`config.mk`:
```
export PLATFORM = sky130hd
export DESIGN_NAME = rvb_bmat_arbiter
export DESIGN_NICKNAME = d
export VERILOG_FILES = /design/src/rtl/rvb_bmat_arbiter.sv
export SDC_FILE = /design/constraint.sdc
export NUM_CORES = 1
export LEC_CHECK = 0
export BUFFER_PORTS_ARGS = -buffer_cell sky130_fd_sc_hd__buf_2
export CORE_AREA = 2 2 228 230
export DETAILED_ROUTE_END_ITERATION = 10
export DIE_AREA = 0 0 230 232
export PLACE_DENSITY_LB_ADDON = 0.08
export SLEW_MARGIN = 20
export SYNTH_ARGS = -nofsm -noshare
export SYNTH_HDL_FRONTEND = slang
export SYNTH_SLANG_ARGS = --single-unit
```
`constraint.sdc`:
```
create_clock -name clock -period 5.96 [get_ports clock]
set_clock_uncertainty 0.1 [all_clocks]
set_input_delay 0 -clock clock [delete_from_list [all_inputs] [get_ports clock]]
set_output_delay 0 -clock clock [all_outputs]
set_load 0.1 [all_outputs]
```
`src/rtl/rvb_bmat_arbiter.sv`:
```
// Round-robin share of one bmat core between two requesters, one operation in flight; result at accept+CYCLES+2.
// A result is held on the owner's port until its dout_ready; no new grant is made meanwhile.
module rvb_bmat_arbiter #(
  parameter int XLEN   = 64,
  parameter int CYCLES = 0
) (
  input  logic            clock,
  input  logic            reset,
  input  logic            r0_din_valid,
  output logic            r0_din_ready,
  input  logic [XLEN-1:0] r0_din_rs1,
  input  logic [XLEN-1:0] r0_din_rs2,
  input  logic            r0_din_insn30,
  output logic            r0_dout_valid,
  input  logic            r0_dout_ready,
  output logic [XLEN-1:0] r0_dout_rd,
  input  logic            r1_din_valid,
  output logic            r1_din_ready,
  input  logic [XLEN-1:0] r1_din_rs1,
  input  logic [XLEN-1:0] r1_din_rs2,
  input  logic            r1_din_insn30,
  output logic            r1_dout_valid,
  input  logic            r1_dout_ready,
  output logic [XLEN-1:0] r1_dout_rd,
  output logic            core_din_valid,
  input  logic            core_din_ready,
  output logic [XLEN-1:0] core_din_rs1,
  output logic [XLEN-1:0] core_din_rs2,
  output logic            core_din_insn30,
  input  logic            core_dout_valid,
  output logic            core_dout_ready,
  input  logic [XLEN-1:0] core_dout_rd
);

  typedef enum logic [1:0] {IDLE, ISSUE, WAIT, RESP} state_t;

  state_t            state, state_nxt;
  logic              owner, last;
  logic [XLEN-1:0]   op_rs1, op_rs2, res;
  logic              op_x;
  logic              grant0, grant1, res_load;

  always_ff @(posedge clock or posedge reset) begin
    if (reset) state <= IDLE;
    else       state <= state_nxt;
  end

  always_comb begin
    state_nxt       = state;
    grant0          = 1'b0;
    grant1          = 1'b0;
    res_load        = 1'b0;
    core_din_valid  = 1'b0;
    core_dout_ready = 1'b0;
    r0_dout_valid   = 1'b0;
    r1_dout_valid   = 1'b0;
    case (state)
      IDLE: begin
        // On a tie the requester not granted last time wins.
        if (r0_din_valid && r1_din_valid) begin
          grant0 = last;
          grant1 = !last;
        end else begin
          grant0 = r0_din_valid;
          grant1 = r1_din_valid;
        end
        if (grant0 || grant1) state_nxt = ISSUE;
      end
      ISSUE: begin
        core_din_valid  = 1'b1;
        core_dout_ready = 1'b1;
        if (core_din_ready) begin
          if (core_dout_valid) begin
            res_load  = 1'b1;
            state_nxt = RESP;
          end else begin
            state_nxt = WAIT;
          end
        end
      end
      WAIT: begin
        core_dout_ready = 1'b1;
        if (core_dout_valid) begin
          res_load  = 1'b1;
          state_nxt = RESP;
        end
      end
      RESP: begin
        r0_dout_valid = !owner;
        r1_dout_valid = owner;
        if (owner ? r1_dout_ready : r0_dout_ready) state_nxt = IDLE;
      end
      default: state_nxt = IDLE;
    endcase
  end

  always_ff @(posedge clock or posedge reset) begin
    if (reset) begin
      owner  <= 1'b0;
      last   <= 1'b1;
      op_rs1 <= '0;
      op_rs2 <= '0;
      op_x   <= 1'b0;
      res    <= '0;
    end else begin
      if (grant0 || grant1) begin
        owner  <= grant1;
        last   <= grant1;
        op_rs1 <= grant1 ? r1_din_rs1    : r0_din_rs1;
        op_rs2 <= grant1 ? r1_din_rs2    : r0_din_rs2;
        op_x   <= grant1 ? r1_din_insn30 : r0_din_insn30;
      end
      if (res_load) res <= core_dout_rd;
    end
  end

  assign r0_din_ready    = grant0;
  assign r1_din_ready    = grant1;
  assign core_din_rs1    = op_rs1;
  assign core_din_rs2    = op_rs2;
  assign core_din_insn30 = op_x;
  assign r0_dout_rd      = owner ? '0 : res;
  assign r1_dout_rd      = owner ? res : '0;

  // A multi-cycle core never returns its result in the cycle it accepts an operand.
  assert property (@(posedge clock) disable iff (reset)
    !((CYCLES != 0) && (state == ISSUE) && core_din_ready && core_dout_valid));

endmodule

```
==> impl_metrics.prom <==
# TYPE chip_impl_metric gauge
chip_impl_info{name="status",value="finished clean"} 1
chip_impl_metric{name="sequential_to_total_area_share_from_yosys_stat",unit="%"} 50.7
chip_impl_metric{name="tritoncts_num_sinks",unit=""} 197
chip_impl_metric{name="hold_violations",unit=""} 0
chip_impl_metric{name="slew_headroom",unit="%"} 34.2
chip_impl_info{name="hold_path_class",value="in -> reg"} 1
chip_impl_metric{name="ys_warn_count",unit=""} 0
chip_impl_metric{name="boundaryPins",unit=""} 593
chip_impl_metric{name="drt-initial-drc-count",unit=""} 531
chip_impl_info{name="clockRootBuffer",value="sky130_fd_sc_hd__clkbuf_16"} 1
chip_impl_info{name="critPathLaunch",value="state[0]"} 1
chip_impl_metric{name="critical_path_arrival",unit="ns"} 3.65
chip_impl_metric{name="instance_count_of_the_mapped_netlist",unit=""} 1044
chip_impl_metric{name="placeableCoreArea",unit="sq um"} 50900
chip_impl_metric{name="worst_r2r_path_depth",unit=""} 7
chip_impl_metric{name="area_of_combinational_cells_with_multiple_inputs",unit="sq um"} 4360
chip_impl_info{name="timing.critical_path.to",value="core_din_rs1[7]"} 1
chip_impl_metric{name="detail_route.vias_per_cell",unit=""} 4.30
chip_impl_metric{name="dr_total_vias",unit=""} 11123
chip_impl_metric{name="max_freq",unit="GHz"} 0.301
chip_impl_metric{name="cap_violations",unit=""} 0
chip_impl_metric{name="critical_path_depth",unit=""} 7
chip_impl_info{name="worst_r2r_startpoint",value="state[0]"} 1
chip_impl_metric{name="clkTransAtPathRegs",unit="ns"} 0.07
chip_impl_metric{name="synthDistinctLibCells",unit=""} 26
chip_impl_info{name="worst_path_dominant_cell_family",value="buffers and inverters"} 1
chip_impl_metric{name="dpl_worst_slack",unit="ns"} 3.09
chip_impl_info{name="commonest_cells_after_routing_fill_and_taps_aside",value="sky130_fd_sc_hd__buf_2 (592), sky130_fd_sc_hd__dlygate4sd3_1 (327), sky130_fd_sc_hd__dfrtp_1 (195), sky130_fd_sc_hd__o21ai_0 (130), sky130_fd_sc_hd__nor2_1 (130)"} 1
chip_impl_metric{name="final_period_minus_worst_setup_slack",unit="ns"} 3.32
chip_impl_metric{name="max_stage_delay",unit="ns"} 0.67
chip_impl_metric{name="syn_nets",unit=""} 1378
chip_impl_info{name="timing.rr.end",value="core_din_rs1[7]"} 1
chip_impl_metric{name="sum_of_routed_wire_length_over_all_layers",unit="microns"} 46100
chip_impl_metric{name="maximum_number_of_pins_on_one_net_before_global_route_repair",unit=""} 131
chip_impl_metric{name="final_report_max_slew_violation_count",unit=""} 0
chip_impl_metric{name="setup.reg_to_reg.worst_slack",unit="ns"} 2.64
chip_impl_metric{name="grt_first_pass_wirelength",unit="microns"} 69100
chip_impl_metric{name="wl_per_cell",unit="microns"} 17.8
chip_impl_metric{name="final_layout_size_suffix_gt1_share",unit="%"} 33.8
chip_impl_metric{name="cts_made_buffers",unit=""} 17
chip_impl_metric{name="ff_latch_area",unit="sq um"} 4930
chip_impl_info{name="setup.worst_path.end_class",value="flip-flop"} 1
chip_impl_metric{name="initial_utilization",unit="%"} 19.1
chip_impl_metric{name="worst_ep_required_time",unit="ns"} 6.29
chip_impl_metric{name="timing_worst_slew_pin_value",unit="ns"} 0.986
chip_impl_metric{name="finalCritPeriodShare",unit="%"} 55.7
chip_impl_metric{name="timing.final.ws_setup",unit="ns"} 2.64
chip_impl_info{name="most_common_library_cell_in_the_layout_ignoring_fill_and_taps",value="sky130_fd_sc_hd__buf_2"} 1
chip_impl_metric{name="skew_pair_late_insertion_delay",unit="ns"} 0.49
chip_impl_metric{name="post-cts-setup-buffers",unit=""} 0
chip_impl_metric{name="synth.ff_latch_count",unit=""} 197
chip_impl_info{name="rsz0062_at_grt",value="false"} 1
chip_impl_metric{name="port_buffer_count",unit=""} 592
chip_impl_metric{name="setup-violations-final",unit=""} 0
chip_impl_metric{name="cts_max_level",unit=""} 4
chip_impl_metric{name="critical_path_buf_inv_count",unit=""} 3
chip_impl_metric{name="chipHeight",unit="microns"} 232
chip_impl_metric{name="antenna_found_initial",unit=""} 15
chip_impl_metric{name="post-route-cell-area",unit="sq um"} 17100
chip_impl_metric{name="max-clock-path-buffers",unit=""} 2
chip_impl_metric{name="drt.antenna.violating_nets",unit=""} 0
chip_impl_info{name="crit_slowest_cell",value="sky130_fd_sc_hd__buf_4"} 1
chip_impl_metric{name="grt_pass1_vias",unit=""} 11202
chip_impl_metric{name="layout_nets",unit=""} 2220
chip_impl_metric{name="grt_overflow_total",unit=""} 0
chip_impl_info{name="crit_chain",value="inv_1 -> ha_1 -> nand2_4 -> buf_4 -> o21ai_0 -> a31oi_1 -> dlygate4sd3_1"} 1
chip_impl_metric{name="critical_path_peak_fanout",unit=""} 69
chip_impl_metric{name="totalNegativeSetupSlack",unit="ns"} 0
chip_impl_metric{name="dpl-instance-area",unit="sq um"} 13200
chip_impl_metric{name="drt_drc_violations_left",unit=""} 0
chip_impl_metric{name="grt_usage",unit="%"} 17.1
chip_impl_metric{name="dieArea",unit="sq um"} 53400
chip_impl_metric{name="dieWidth",unit="microns"} 230
chip_impl_metric{name="number_of_fill_cells",unit=""} 5462
chip_impl_metric{name="fp-row-count",unit=""} 83
chip_impl_metric{name="flow.area_growth_from_synthesis",unit="%"} 75.9
chip_impl_metric{name="first_pass_drt_iterations",unit=""} 5
chip_impl_info{name="worst_setup_path_start_kind",value="flip-flop"} 1
chip_impl_metric{name="finalWeightedCongestion",unit=""} 0.814
chip_impl_info{name="critPathKind",value="reg -> reg"} 1
chip_impl_metric{name="synth.avg_cell_area",unit="sq um"} 9.32
chip_impl_metric{name="detailedPlacementHpwl",unit="microns"} 31100
chip_impl_metric{name="timing.hold.ws",unit="ns"} 0.0422
chip_impl_info{name="clock_tree_from_tritoncts",value="built"} 1
chip_impl_metric{name="syn-cell-area",unit="sq um"} 9730
-- flip-flops by register name, indices dropped and copies added (netlist names) --
register         cells
last                 1
core_din_rs1        64
core_din_rs2        64
state                2
owner                1
res                 64
core_din_insn30      1
-- cells in the mapped netlist --
master                        n  area share [%]
sky130_fd_sc_hd__mux2_1      64             7.4
sky130_fd_sc_hd__and2_1      67             4.3
sky130_fd_sc_hd__dfstp_2      1            0.27
sky130_fd_sc_hd__a2111oi_4    1            0.28
sky130_fd_sc_hd__a31oi_1    129             8.3
sky130_fd_sc_hd__buf_2       38             2.0
sky130_fd_sc_hd__ha_1         4            0.51
sky130_fd_sc_hd__inv_1        5            0.19
sky130_fd_sc_hd__o21a_1       1           0.077
sky130_fd_sc_hd__nor2_1     130             5.0
sky130_fd_sc_hd__a21oi_1      2            0.10
sky130_fd_sc_hd__nor2_2       1           0.064
sky130_fd_sc_hd__buf_4        2            0.15
sky130_fd_sc_hd__a211oi_1     1           0.077
sky130_fd_sc_hd__nor3b_1      1           0.077
sky130_fd_sc_hd__dfrtp_1    196              50
sky130_fd_sc_hd__nor2b_1     67             4.3
sky130_fd_sc_hd__and3_1       1           0.064
sky130_fd_sc_hd__nand2_1      5            0.19
sky130_fd_sc_hd__buf_1        5            0.19
sky130_fd_sc_hd__mux2_2       1            0.12
sky130_fd_sc_hd__o21ai_0    130             6.7
sky130_fd_sc_hd__clkbuf_1    60             2.3
sky130_fd_sc_hd__nand3_1    129             6.6
sky130_fd_sc_hd__o22ai_1      1           0.064
sky130_fd_sc_hd__mux2i_1      2            0.21
-- what timing repair did --
| item | 4_1_cts | 5_1_grt |
|---|---|---|
| endpoints found under the hold margin | 298 | 0 |
| hold buffers | 327 | 0 |
| resized for setup | 0 | 0 |
-- kinds of logic after synthesis --
logic type      after synthesis  synth area share [%]
compound gates              265                  15.6
fa+ha+maj                     4                 0.514
buf+inv                     110                  4.81
flops                       197                  50.7
mux                          67                  7.73
simple gates                401                  20.7
-- worst register-to-register path, stage by stage (launching register included) --
cell and delay [ns]:
sky130_fd_sc_hd__dfrtp_1 0.39, sky130_fd_sc_hd__inv_1 0.10, sky130_fd_sc_hd__ha_1 0.31, sky130_fd_sc_hd__nand2_4 0.59, sky130_fd_sc_hd__buf_4 0.67, sky130_fd_sc_hd__o21ai_0 0.33
sky130_fd_sc_hd__a31oi_1 0.21, sky130_fd_sc_hd__dlygate4sd3_1 0.57
-- through the flow --
step	std cells	utilization, %
final	2586	33.6
after global routing	2586	33.6
after CTS	2578	33.6
after detailed placement	2220	26.0
after global placement	2220	26.0
after floorplan	1044	-
-- worst min path at each step --
stage	from	to	slack (ns)	cells after the start
after floorplan	core_dout_rd[0]	res[0]	0.03	1
after global placement	reset	core_din_rs1[50]	0.11	2
after detailed placement	reset	core_din_rs1[50]	0.11	2
after CTS	core_din_ready	state[1]	0.003	4
after global routing	core_din_ready	state[1]	0.07	4
final	core_din_ready	state[1]	0.04	4
-- layer usage --
metal / global-route usage [%] / vias to the layer above / wire length, microns
met1: 20.1 / 5297 / 18900
li1: - / 5355 / -
met2: 28.7 / 396 / 22400
met5: 0 / - / 102
met3: 6.07 / 61 / 3680
met4: 6.41 / 14 / 990
-- cell type report --
cell class | instances | share of cell area [%]
sequential | 197 | 28.8
clock inverter | 11 | 0.739
inverter | 5 | 0.154
tap | 680 | 4.97
clock buffer | 20 | 2.61
antenna | 8 | 0.117
multi-input combinational | 737 | 25.5
timing repair buffer | 928 | 37.1
Power is left out: the tool's default activity adds up to more than one toggle a clock period on the data nets, which glitch-free logic cannot reach.
